### config.mk
export PLATFORM = sky130hd
export DESIGN_NAME = bin_bcd_seq
export DESIGN_NICKNAME = d
export VERILOG_FILES = /design/src/rtl/bin_bcd_seq.sv
export SDC_FILE = /design/constraint.sdc
export NUM_CORES = 1
export LEC_CHECK = 0
export ABC_AREA = 1
export BUFFER_PORTS_ARGS = -buffer_cell sky130_fd_sc_hd__buf_2
export CAP_MARGIN = 0
export CORE_MARGIN = 1
export CORE_UTILIZATION = 50
export CTS_CLUSTER_SIZE = 14
export DETAILED_ROUTE_END_ITERATION = 8
export PLACE_DENSITY = 0.79
export SLEW_MARGIN = 20
export SYNTH_ARGS = -nofsm -noshare
export SYNTH_HDL_FRONTEND = slang
export SYNTH_SLANG_ARGS = --single-unit
### constraint.sdc
create_clock -name clk -period 1.8 [get_ports clk]
set_input_delay 0.18 -clock clk [delete_from_list [all_inputs] [get_ports clk]]
set_output_delay 0.18 -clock clk [all_outputs]
set_load 0.02 [all_outputs]
### src/rtl/bin_bcd_seq.sv
// Sequential shift-and-add-3 binary-to-BCD converter, one conversion in flight; done pulses BIN_W+1 cycles after accept.
// Optional BIN_BCD_SIGNED_EN: two's-complement input, converts magnitude and reports sign on neg.
module bin_bcd_seq #(
    parameter int BIN_W  = 8,
    parameter int DIGITS = 3
) (
    input  logic                  clk,
    input  logic                  rst_n,
    input  logic                  start,
    input  logic [BIN_W-1:0]      bin,
    output logic                  ready,
    output logic                  busy,
    output logic                  done,
    output logic [4*DIGITS-1:0]   bcd,
`ifdef BIN_BCD_SIGNED_EN
    output logic                  neg,
`endif
    output logic                  ovf
);
    localparam int BCD_W = 4 * DIGITS;
    localparam int CW    = $clog2(BIN_W + 1);

    typedef enum logic [1:0] {IDLE, SHIFT, DONE} state_t;

    state_t             state;
    logic [BIN_W-1:0]   bin_shift;
    logic [BCD_W-1:0]   acc;
    logic               ovf_acc;
    logic [CW-1:0]      count;
    logic [BCD_W-1:0]   adj;
    logic [BCD_W-1:0]   shifted;
    logic [BIN_W-1:0]   load_val;
`ifdef BIN_BCD_SIGNED_EN
    logic               neg_acc;

    // The most negative value negates to itself, which read unsigned is exactly its magnitude.
    assign load_val = bin[BIN_W-1] ? (~bin) + BIN_W'(1) : bin;
`else
    assign load_val = bin;
`endif

    // Per-digit adjust is 4-bit only; no carry crosses digit boundaries.
    always_comb begin
        adj = acc;
        for (int i = 0; i < DIGITS; i++) begin
            if (acc[4*i +: 4] >= 4'd5)
                adj[4*i +: 4] = acc[4*i +: 4] + 4'd3;
        end
        shifted = {adj[BCD_W-2:0], bin_shift[BIN_W-1]};
    end

    always_ff @(posedge clk or negedge rst_n) begin
        if (!rst_n) begin
            state     <= IDLE;
            ready     <= 1'b1;
            busy      <= 1'b0;
            done      <= 1'b0;
            bcd       <= '0;
            ovf       <= 1'b0;
            bin_shift <= '0;
            acc       <= '0;
            ovf_acc   <= 1'b0;
            count     <= '0;
`ifdef BIN_BCD_SIGNED_EN
            neg       <= 1'b0;
            neg_acc   <= 1'b0;
`endif
        end else begin
            done <= 1'b0;
            case (state)
                IDLE, DONE: begin
                    if (start) begin
                        bin_shift <= load_val;
                        acc       <= '0;
                        ovf_acc   <= 1'b0;
                        count     <= CW'(BIN_W);
                        state     <= SHIFT;
                        ready     <= 1'b0;
                        busy      <= 1'b1;
`ifdef BIN_BCD_SIGNED_EN
                        neg_acc   <= bin[BIN_W-1];
`endif
                    end else begin
                        state <= IDLE;
                    end
                end
                SHIFT: begin
                    acc       <= shifted;
                    bin_shift <= {bin_shift[BIN_W-2:0], 1'b0};
                    ovf_acc   <= ovf_acc | adj[BCD_W-1];
                    count     <= count - CW'(1);
                    // Final shift: publish result directly so outputs never show partial values.
                    if (count == CW'(1)) begin
                        bcd   <= shifted;
                        ovf   <= ovf_acc | adj[BCD_W-1];
                        done  <= 1'b1;
                        ready <= 1'b1;
                        busy  <= 1'b0;
                        state <= DONE;
`ifdef BIN_BCD_SIGNED_EN
                        neg   <= neg_acc;
`endif
                    end
                end
                default: begin
                    state <= IDLE;
                    ready <= 1'b1;
                    busy  <= 1'b0;
                end
            endcase
        end
    end
endmodule
* Yosys cells after proc, flatten, opt, wreduce, memory -nomap -nowiden
Index checks and enable logic that the tools add are counted.
Storage, ports and cells: logic and storage cells 50, output and inout bits 16, bits in registers 43
Operators by class: reduce and logical (&&, ||, !) cells 6, bitwise operators 1, add/sub/neg operators 4, magnitude comparators 3, mux-type cells 21, equal/unequal tests 5
Operators by type and width (number):
- 12-bit one-hot mux with 2 select lines | 1
- 4-bit two-way mux | 4
- 8-bit one-hot mux with 2 select lines | 1
- 4-bit by 2-bit adder with 4-bit output (second input constant) | 3
- 4-bit by 3-bit >= comparator with 1-bit output (second input constant) | 3
- 12-bit two-way mux | 1
- 8-bit two-way mux | 1
- 4-bit one-hot mux with 2 select lines | 1
- 1-bit two-way mux | 7
- 1-bit one-hot mux with 2 select lines | 3
- 2-bit AND reduction | 3
- 4-bit by 1-bit equality test with 1-bit output (second input constant) | 1
- 2-bit inequality test (second input constant) | 2
- 2-bit one-hot mux with 2 select lines | 1
- 4-bit by 1-bit subtractor with 4-bit output (second input constant) | 1
- 2-bit by 1-bit equality test with 1-bit output (second input constant) | 1
- 2-bit equality test (second input constant) | 1
- 2-bit logical NOT | 1
- 2-bit two-way mux | 1
- 2-bit nonzero test | 1
- 2-bit OR reduction | 1
- 1-bit OR | 1

* Depth between registers and ports, before layout
word-level depth 4, mapped depth 10

* Worst setup path after synthesis
OpenSTA, ideal clock, no wires.
path type register to register, start reg acc[0], end reg acc[1], setup time 0.065 ns, buffers on the path 0, cell stages (with the launch flop) 9, arrival 1.241 ns, clock period less this slack 1.306 ns, slack 0.494 ns, path through dfrtp_1 -> inv_1 -> ha_1 -> inv_1 -> o21ai_0 -> nand2_1 -> nand2_1 -> nand3_1 -> nand2_1
On the way: cells in the longest elaborated chain, start to end 3
RTL lines:
- from (decl) | line 27 | logic [BCD_W-1:0] acc;
- from (signal assigned) | line 88 | acc <= shifted;
- 4-bit by 2-bit adder with 4-bit output / 4-bit by 3-bit >= comparator with 1-bit output (equally long branches) | line 47, 46
- 4-bit two-way mux * | line 46 | if (acc[4*i +: 4] >= 4'd5)
- 12-bit one-hot mux with 2 select lines * | line 70 | case (state)
Every way passes the cells marked *; elsewhere a longest branch is shown, timed or not. A chain may end at the register's enable or synchronous reset.

* Final worst setup path
start reg acc[0], end reg bcd[1]
On the way: cells in the longest elaborated chain, start to end 2
RTL lines:
- 4-bit by 2-bit adder with 4-bit output / 4-bit by 3-bit >= comparator with 1-bit output (equally long branches) | line 47, 46
- 4-bit two-way mux * | line 46
- to (signal assigned) | line 94 | bcd <= shifted;
- to (decl) | line 14 | output logic [4*DIGITS-1:0] bcd,
Marks and branches as above.

==> results.cfg <==
[timing]
drv_slew = 0
min_period_ns = 1.514
finClkSkew_ns = 0.001565
hold_violations = 0
worst_pin_slew_ns = 0.7469
slew_headroom_pct = 50.21
rsz0062_at_grt = no
period_share_pct = 84.09
final.setup.tns_ns = 0
fmax_ghz = 0.6607
hold-worst-slack_ns = 0.1335
finalSetupViolations = 0

[route]
drc = 0
ant_nets = 0
wire_per_inst_microns = 12.15
drt_iter0_drc = 117
drt_pass1_iterations = 4
totalWireLength_microns = 3912
avgViaCountPerCell = 5.186
vias = 1670

[worst_hold_path]
hp-class = primary input to flip-flop
min_to = bin_shift[6]
hold_depth = 3
worstHoldStart = bin[6]

[clock_tree]
cts_sinks = 43
worstSkewPairLatency_ns = 0.29
cts_buffers = 5
cts_root_buf = clkbuf_8
clkTransAtPathRegs_ns = 0.08
post_cts_resized = 0
cts_max_level = 2
cts_tree = yes
cts_max_path_buffers = 2

[worst_setup_path]
cp_max_fo = 5
r2r-start = acc[0]
path_class = flip-flop to flip-flop
critPathBufInv = 2
cp_num_cells = 8
path_cells = inv_1, ha_1, inv_1, o21ai_0, nand2_1, nand2_1, nand3_1, nand2_1
path_common_cell = nand2_1
required_ns = 2.03
slowest_stage = dfrtp_1
critPathLaunchType = flip-flop
r2r-end = bcd[1]
regToRegSetupSlack_ns = 0.29
critPathTopFamily = flip-flops
worstPathArrival_ns = 1.74
max_stage_delay_ns = 0.43
critPathCaptureType = flip-flop
reg2reg_depth = 8

[global_route]
grtUsageTotal_pct = 21.02
grt_overflow_total = 0
grt_max_degree = 35
antenna_found_initial = 0
grt_first_pass_wirelength_microns = 6796
grt_pass1_vias = 1578

[floorplanning]
fp-row-count = 22
initial_core_util_pct = 54.12
core_sq_mm = 0.003799
chipHeight_microns = 66.12
die_w_microns = 66.12
die-area_sq_mm = 0.004372
pin_count = 27

[power_and_ir_drop]
leakage_nw = 1.256
ir_worst_vdd_v = 0.0008364
p_per_area_mw_per_mm2 = 1965

[synthesis]
syn_nets = 259
ys_ff_latch = 43
postSynthAreaPerCell_sq_um = 8.566
syn_area_sq_mm = 0.002056
yosys_warnings = 0
synth_cell_types = 21
seq_area_frac_synth_pct = 52.40
synth_cells = 240

[final_layout]
final_common_cell = nand2_1
syn_to_final_growth_pct = 13.51
layout_common_cells = nand2_1 (74), dfrtp_1 (42), inv_1 (28)
layout.nets = 292
drive_above_1_share_pct = 16.79
num_antenna_cells = 0

[job]
maxCapViolations = 0

[placed_design]
hpwl_microns = 2877
io_buffers = 26
gp_congestion = 0.9082

[outcome]
status = complete, no violations
==> flip-flops by register name, summed over array words and instances, names as in the netlist <==
name / cells
acc: 12
bcd: 12
bin_shift: 8
count: 4
state: 2
busy: 1
done: 1
ovf: 1
ovf_acc: 1
ready: 1
==> cell families after synthesis <==
group / count (synthesis) / share of synthesized area [%]
simple gates: 107 / 22.52
compound gates: 44 / 12.23
flops: 43 / 52.40
buf+inv: 38 / 7.973
fa+ha+maj: 8 / 4.869
==> worst max-delay path by stage <==
| stage | slack (ns) | end | start |
|---|---|---|---|
| after global routing | 0.16 | bcd[1] | acc[0] |
| final | 0.29 | bcd[1] | acc[0] |
| after global placement | 0.35 | acc[2] | acc[0] |
| after detailed placement | 0.32 | acc[1] | acc[0] |
| after CTS | 0.30 | bcd[1] | acc[0] |
| after floorplan | 0.49 | acc[1] | acc[0] |
==> synthesized netlist by cell type (all sizes together) <==
master	n	area, sq um
buf	6	41.28
nand3	27	135.1
nand2	75	284.0
dfstp	1	26.28
dfrtp	42	1051
nor3	1	5.000
o211ai	8	60.06
nor2	4	38.79
inv	32	122.6
a21oi	3	15.01
o22ai	6	37.54
o21ai	27	138.9
ha	8	100.1
==> metrics by stage <==
step / utilization, % / total power (W) / cells / instance area, sq um / worst slack (ns)
floorplan: - / 0.003438 / 240 / 2056 / 0.4941
global placement: 59.03 / 0.003948 / 313 / 2242 / 0.3479
detailed placement: 59.03 / 0.004039 / 313 / 2242 / 0.3211
CTS: 61.43 / 0.004635 / 322 / 2333 / 0.3047
global route: 61.43 / 0.005076 / 322 / 2333 / 0.1603
finish: 61.43 / 0.004584 / 322 / 2333 / 0.2864
==> cell type report <==
class	count	area (sq um)
clock buffers	7	76.32
clock inverters	1	5.005
fillers	349	1465
inverters	32	122.6
multi-input cells	159	814.5
flip-flops and latches	43	1077
well taps	48	60.06
repair buffers	32	177.7
==> tightest hold or removal path, stage by stage <==
cell	delay [ns]
buf_2	0.07
o211ai_1	0.08
nand2_1	0.06
==> timing repair <==
action	4_1_cts	5_1_grt
hold buffers	1	0
setup endpoints to repair	0	0
buffers inserted	0	0
endpoints found under the hold margin	31	0
==> where the power goes <==
part	switching [W]	leakage (nW)	total, W	internal [W]
clock	0.000309	0.0422	0.000581	0.000272
sequential	0.000274	0.524	0.00172	0.00145
combinational	0.00150	0.689	0.00228	0.000784
total	0.00208	1.26	0.00458	0.00251
==> layer usage <==
| layer | global-route usage, % | vias up | share of wire [%] |
|---|---|---|---|
| met2 | 34.57 | 40 | 50 |
| met5 | 0 | - | 0 |
| met3 | 6.034 | 5 | 4.2 |
| met4 | 7.713 | 0 | 0.97 |
| li1 | - | 853 | - |
| met1 | 26.11 | 772 | 45 |
No activity file was read; power rests on OpenSTA's default activity.
